**src/rtl/aes_pkcs7_padder_if.sv**
```systemverilog
// Byte-strobed 32-bit valid/ready stream used on both sides of the PKCS#7 padder.
interface aes_pkcs7_padder_if;
    logic [31:0] data;
    logic [3:0]  strb;
    logic        last;
    logic        valid;
    logic        ready;

    modport master (output data, strb, last, valid, input ready);
    modport slave  (input data, strb, last, valid, output ready);
endinterface

```
**src/rtl/aes_pkcs7_padder.sv**
```systemverilog
// Forwards a byte-strobed message stream and appends PKCS#7 padding up to a
// whole number of 128-bit blocks (4 words, word 0 first).
module aes_pkcs7_padder #(
    parameter int CNT_WIDTH = 16
) (
    input  logic                 clk_i,
    input  logic                 rst_i,
    input  logic                 clear_i,
    input  logic                 enable_i,
    aes_pkcs7_padder_if.slave    in_s,
    aes_pkcs7_padder_if.master   out_m,
    output logic [CNT_WIDTH-1:0] blocks_o,
    output logic                 done_o,
    output logic                 err_o
);
    typedef enum logic {PASS, FILL} state_e;

    state_e      state_q, state_d;
    logic [1:0]  word_idx_q;
    logic [2:0]  fill_cnt_q, fill_cnt_d;
    logic [7:0]  pad_q, pad_d;

    logic        therm;
    logic [3:0]  eff_strb;
    logic [2:0]  n_bytes;
    logic [4:0]  used;
    logic [4:0]  p5;
    logic [7:0]  pad_val;
    logic [2:0]  fwords;
    logic [31:0] pass_data;
    logic        out_valid, out_hs, in_hs, err_cond;

    // A non-thermometer strobe on the last beat is treated as a full word.
    assign therm    = in_s.strb inside {4'h0, 4'h1, 4'h3, 4'h7, 4'hF};
    assign eff_strb = therm ? in_s.strb : 4'hF;

    always_comb begin
        case (eff_strb)
            4'h0:    n_bytes = 3'd0;
            4'h1:    n_bytes = 3'd1;
            4'h3:    n_bytes = 3'd2;
            4'h7:    n_bytes = 3'd3;
            default: n_bytes = 3'd4;
        endcase
    end

    assign used    = {1'b0, word_idx_q, 2'b00} + {2'b00, n_bytes};
    assign p5      = 5'd16 - used;
    // used==16 means the message ended exactly on a block: a full pad block follows.
    assign pad_val = (p5 == 5'd0) ? 8'd16 : {3'b000, p5};
    assign fwords  = (word_idx_q == 2'd3 && n_bytes == 3'd4) ? 3'd4
                                                             : 3'd3 - {1'b0, word_idx_q};

    for (genvar b = 0; b < 4; b++) begin : g_byte
        assign pass_data[8*b +: 8] = (in_s.last && !eff_strb[b]) ? pad_val
                                                                 : in_s.data[8*b +: 8];
    end

    assign out_valid   = enable_i & ((state_q == FILL) | in_s.valid);
    assign in_s.ready  = enable_i & (state_q == PASS) & out_m.ready;
    assign out_m.valid = out_valid;
    assign out_m.strb  = 4'hF;
    assign out_hs      = out_valid & out_m.ready;
    assign in_hs       = in_s.valid & in_s.ready;
    assign err_cond    = in_s.last ? !therm : (in_s.strb != 4'hF);

    always_comb begin
        state_d    = state_q;
        fill_cnt_d = fill_cnt_q;
        pad_d      = pad_q;
        out_m.data = pass_data;
        out_m.last = 1'b0;
        case (state_q)
            PASS: begin
                out_m.last = in_s.last & (fwords == 3'd0);
                if (out_hs && in_s.last && fwords != 3'd0) begin
                    state_d    = FILL;
                    fill_cnt_d = fwords;
                    pad_d      = pad_val;
                end
            end
            FILL: begin
                out_m.data = {4{pad_q}};
                out_m.last = (fill_cnt_q == 3'd1);
                if (out_hs) begin
                    fill_cnt_d = fill_cnt_q - 3'd1;
                    if (fill_cnt_q == 3'd1) state_d = PASS;
                end
            end
            default: state_d = PASS;
        endcase
    end

    always_ff @(posedge clk_i) begin
        if (rst_i || clear_i) begin
            state_q    <= PASS;
            word_idx_q <= 2'd0;
            fill_cnt_q <= 3'd0;
            pad_q      <= 8'd0;
            blocks_o   <= '0;
            done_o     <= 1'b0;
            err_o      <= 1'b0;
        end else begin
            state_q    <= state_d;
            fill_cnt_q <= fill_cnt_d;
            pad_q      <= pad_d;
            done_o     <= out_hs & out_m.last;
            if (out_hs) begin
                word_idx_q <= word_idx_q + 2'd1;
                if (word_idx_q == 2'd3) blocks_o <= blocks_o + CNT_WIDTH'(1);
            end
            if (in_hs && err_cond) err_o <= 1'b1;
        end
    end
endmodule

```
**src/flat_wrapper.sv**
```systemverilog
// flat-port wrapper written by rule: the top's interface ports become plain ports
module aes_pkcs7_padder_flat 
#(
    parameter int CNT_WIDTH = 16
)
  (clk_i, rst_i, clear_i, enable_i, blocks_o, done_o, err_o, in_s_data, in_s_strb, in_s_last, in_s_valid, in_s_ready, out_m_data, out_m_strb, out_m_last, out_m_valid, out_m_ready);
  aes_pkcs7_padder_if in_s_i ();
  aes_pkcs7_padder_if out_m_i ();
  input  logic clk_i;
  input  logic rst_i;
  input  logic clear_i;
  input  logic enable_i;
  output logic [CNT_WIDTH-1:0] blocks_o;
  output logic done_o;
  output logic err_o;
  input wire logic [$bits(in_s_i.data)-1:0] in_s_data;
  input wire logic [$bits(in_s_i.strb)-1:0] in_s_strb;
  input wire logic [$bits(in_s_i.last)-1:0] in_s_last;
  input wire logic [$bits(in_s_i.valid)-1:0] in_s_valid;
  output wire logic [$bits(in_s_i.ready)-1:0] in_s_ready;
  output wire logic [$bits(out_m_i.data)-1:0] out_m_data;
  output wire logic [$bits(out_m_i.strb)-1:0] out_m_strb;
  output wire logic [$bits(out_m_i.last)-1:0] out_m_last;
  output wire logic [$bits(out_m_i.valid)-1:0] out_m_valid;
  input wire logic [$bits(out_m_i.ready)-1:0] out_m_ready;
  assign in_s_i.data = in_s_data;
  assign in_s_i.strb = in_s_strb;
  assign in_s_i.last = in_s_last;
  assign in_s_i.valid = in_s_valid;
  assign in_s_ready = in_s_i.ready;
  assign out_m_data = out_m_i.data;
  assign out_m_strb = out_m_i.strb;
  assign out_m_last = out_m_i.last;
  assign out_m_valid = out_m_i.valid;
  assign out_m_i.ready = out_m_ready;
  aes_pkcs7_padder #(.CNT_WIDTH(CNT_WIDTH)) u_core (.clk_i(clk_i), .rst_i(rst_i), .clear_i(clear_i), .enable_i(enable_i), .in_s(in_s_i), .out_m(out_m_i), .blocks_o(blocks_o), .done_o(done_o), .err_o(err_o));
endmodule
```
**config.mk**
```make
export PLATFORM = sky130hd
export DESIGN_NAME = aes_pkcs7_padder_flat
export DESIGN_NICKNAME = d
export VERILOG_FILES = /design/src/rtl/aes_pkcs7_padder_if.sv /design/src/rtl/aes_pkcs7_padder.sv /design/src/flat_wrapper.sv
export SDC_FILE = /design/constraint.sdc
export NUM_CORES = 1
export LEC_CHECK = 0
export CORE_ASPECT_RATIO = 1.4
export CORE_MARGIN = 2
export CORE_UTILIZATION = 36
export DETAILED_ROUTE_END_ITERATION = 8
export GPL_TIMING_DRIVEN = 0
export PLACE_DENSITY_LB_ADDON = 0.12
export SYNTH_ARGS = -nofsm -noshare
export SYNTH_HDL_FRONTEND = slang
export SYNTH_SLANG_ARGS = --single-unit
```
**constraint.sdc**
```tcl
create_clock -name clk_i -period 4.35 [get_ports clk_i]
set_input_delay 1.0875 -clock clk_i [delete_from_list [all_inputs] [get_ports clk_i]]
set_output_delay 1.0875 -clock clk_i [all_outputs]
set_load 0.005 [all_outputs]
```
==> results.cfg <==
[logic_synthesis]
synth_edf_count = 0
yosys.cell_types.count = 47
synth_area_leader_cell = dfxtp_1
synth_top_area_share_pct = 27.3
syn_inst = 286
synthArstFlopShare_pct = 0
syn_avg_cell_area_um2 = 7.44
ys_ff_latch = 29
synth_area_um2 = 2130
synth_warnings = 0
synth.area.top_cells = dfxtp_1 27%, a21oi_1 5.4%, ha_1 5.3%
ys.flop_type = dfxtp_1
ys_seq_area_share_pct = 27.3

[worst_setup_path]
critPathCaptureType = primary output
crit_arrival_ps = 3180
regToRegSetupSlack_ps = 2160
cp-start-kind = input pin
r2r_end = u_core.pad_q[4]$_SDFFE_PP0P_
r2r_cells = 10
worstSetupPathType = in2out
r2r-start = u_core.word_idx_q[0]$_SDFFE_PP0P_
cp_data_required_time_ps = 3260
worstPathMaxFanout = 6

[sta]
setup_tns_ps = 0
fin_crit_sh_pct = 98.1
worst_slack_ps = 81.2
hold_viol = 0
final.min_clock_period_ps = 4270
fmax_mhz = 234
maxSlewHeadroom_pct = 43.4
skew_ps = 4.34
holdWs_ps = 475
drv_slew = 0
worst_slew_pin_slew_ps = 837
finalSetupViolCount = 0

[layout]
antennaDiodeCount = 0
area_growth_pct = 67.1
final_common_cell = clkdlybuf4s50_1
drive_above_1_share_pct = 15.6
final_area_um2 = 3550
final_nets = 462
most-common-layout-cells = 84 x clkdlybuf4s50_1, 29 x dfxtp_1, 24 x nand2_1, 24 x buf_4, 23 x a21oi_1

[power_and_ir_drop]
p_per_area_nw_per_um2 = 195
p_leak_nw = 1.32
power.total_mw = 0.693
ir_drop_mv = 0.173

[hold_path]
whs_endpoint = u_core.err_o$_SDFFE_PP0P_
hp-class = reg2reg
hold_start = u_core.err_o$_SDFFE_PP0P_
worstHoldPathCells = 1

[route]
route.detailed.drc = 0
first_pass_iters = 4
drtIter0Drc = 84
wl_met1_mm = 2.79
via_per_inst = 5.29
ant_nets = 0
routed.top_layer = met4
route.met2.wl_mm = 3.44
vias = 2543
post_drt_wl_per_cell_um = 14.4
totalWireLength_mm = 6.95
met3_length_um = 594

[clock_tree]
cts.sinks = 29
path_clk_slew_ps = 60
clock_latency_ps = 280
clockBufferDepth = 2
hold_buffers = 0
cts_tree = done
htreeDepth = 2
cts_root_buffer = clkbuf_8
cts_buffers = 5

[placement]
post-place-ws_ps = -1270
gp_routability_congestion = 0.856
post_dp_cell_area_um2 = 3170
io_buffers = 94
dp_hpwl_mm = 5.21

[floorplanning]
num_rows = 33
die_w_um = 69.0
coreArea_um2 = 5780
die_area_um2 = 6550
ioPinCount = 100
fp.dieH_um = 95.0
start_util_pct = 36.8

[flow_run]
max_cap_violations = 0

[global_route]
grt_pass1_vias = 2271
antenna_found_initial = 0
grt_pass1_wl_mm = 10.4
gr-usage-all-layers_pct = 20.8
grt-ovfl-total = 0
grt_max_degree = 11

[run_status]
run_status = complete, no violations
## per-stage QoR
stage	util (%)	cells
after floorplan	-	289
after global placement	54.8	453
after detailed placement	54.8	453
after CTS	59.8	475
after global routing	61.5	481
final	61.5	481
## timing repair
item	CTS	global route
resized for setup	46	15
setup buffers	14	6
pin swaps	4	5
hold endpoints to repair	0	0
cloned	0	0
setup endpoints to repair	22	12
## worst max-delay path, cell delays in order
cell and delay, ps:
dlygate4sd2_1 250, clkbuf_8 160, nor2b_4 150, nand3_4 110, ha_4 180, inv_2 90, ha_4 160, xnor2_4 110
nor3_4 180, buf_4 140, nor3_1 40, o31ai_1 320, buf_2 180
## worst max path at each step
stage,startpoint,end,cells past startpoint
after CTS,in_s_strb[3],out_m_data[18],10
after global placement,in_s_strb[2],out_m_data[4],11
after global routing,in_s_strb[3],out_m_data[28],11
final,in_s_strb[3],out_m_data[4],13
after detailed placement,in_s_strb[2],out_m_data[4],11
after floorplan,in_s_strb[1],out_m_data[4],10
## synth_stat cells, types with 2 or more instances
library cell and number:
dfxtp_1 29, nand2_1 25, a21oi_1 23, nor2_1 22, o21ai_0 19, nor3_1 15, inv_1 12, clkbuf_1 11
nand3_1 10, and3_1 9, ha_1 9, xnor2_1 8, a31oi_1 7, or3_1 7, mux2i_1 6, nand4_1 6
nor2b_1 6, o31ai_1 6, nand2b_1 5, nor3b_1 5, buf_4 4, or4_1 4, and4_1 3, buf_2 3
o21a_1 3, a211oi_1 2, a2bb2oi_1 2, and2_1 2, buf_1 2, nor4b_1 2, o211ai_1 2, or4b_1 2
## final cells by class
class	count	area, um^2
inverter	12	45.0
buffer	20	108
clock buffer	5	68.8
multi-input combinational	228	1580
sequential	29	581
fill	533	2230
tap	70	87.6
timing repair buffer	114	1070
clock inverter	3	17.5
## state kept, by name, summed over array words and instances, names as in the netlist
| register | cells |
|---|---|
| u_core.blocks_o | 16 |
| u_core.pad_q | 5 |
| u_core.fill_cnt_q | 3 |
| u_core.word_idx_q | 2 |
| u_core.done_o | 1 |
| u_core.err_o | 1 |
| u_core.state_q | 1 |
## per-layer routing
metal,vias up,track usage (%)
met2,94,38.6
met4,0,6.21
met3,11,3.58
li1,1282,-
met1,1156,23.4
met5,-,0
## power by group
group,leakage [nW],switching (mW),internal (mW)
Sequential,0.234,0.00111,0.267
Combinational,1.04,0.0841,0.126
Clock,0.0439,0.105,0.110
Total,1.32,0.190,0.503
## logic make-up after synthesis
logic type,Yosys count,share of synthesized area (%)
buf+inv,32,6.53
xor+xnor,8,3.29
mux,6,2.82
compound gates,71,20.1
other cells,1,0.176
flops,29,27.3
fa+ha+maj,9,5.29
simple gates,130,34.5
No activity file was read; power rests on OpenSTA's default activity.
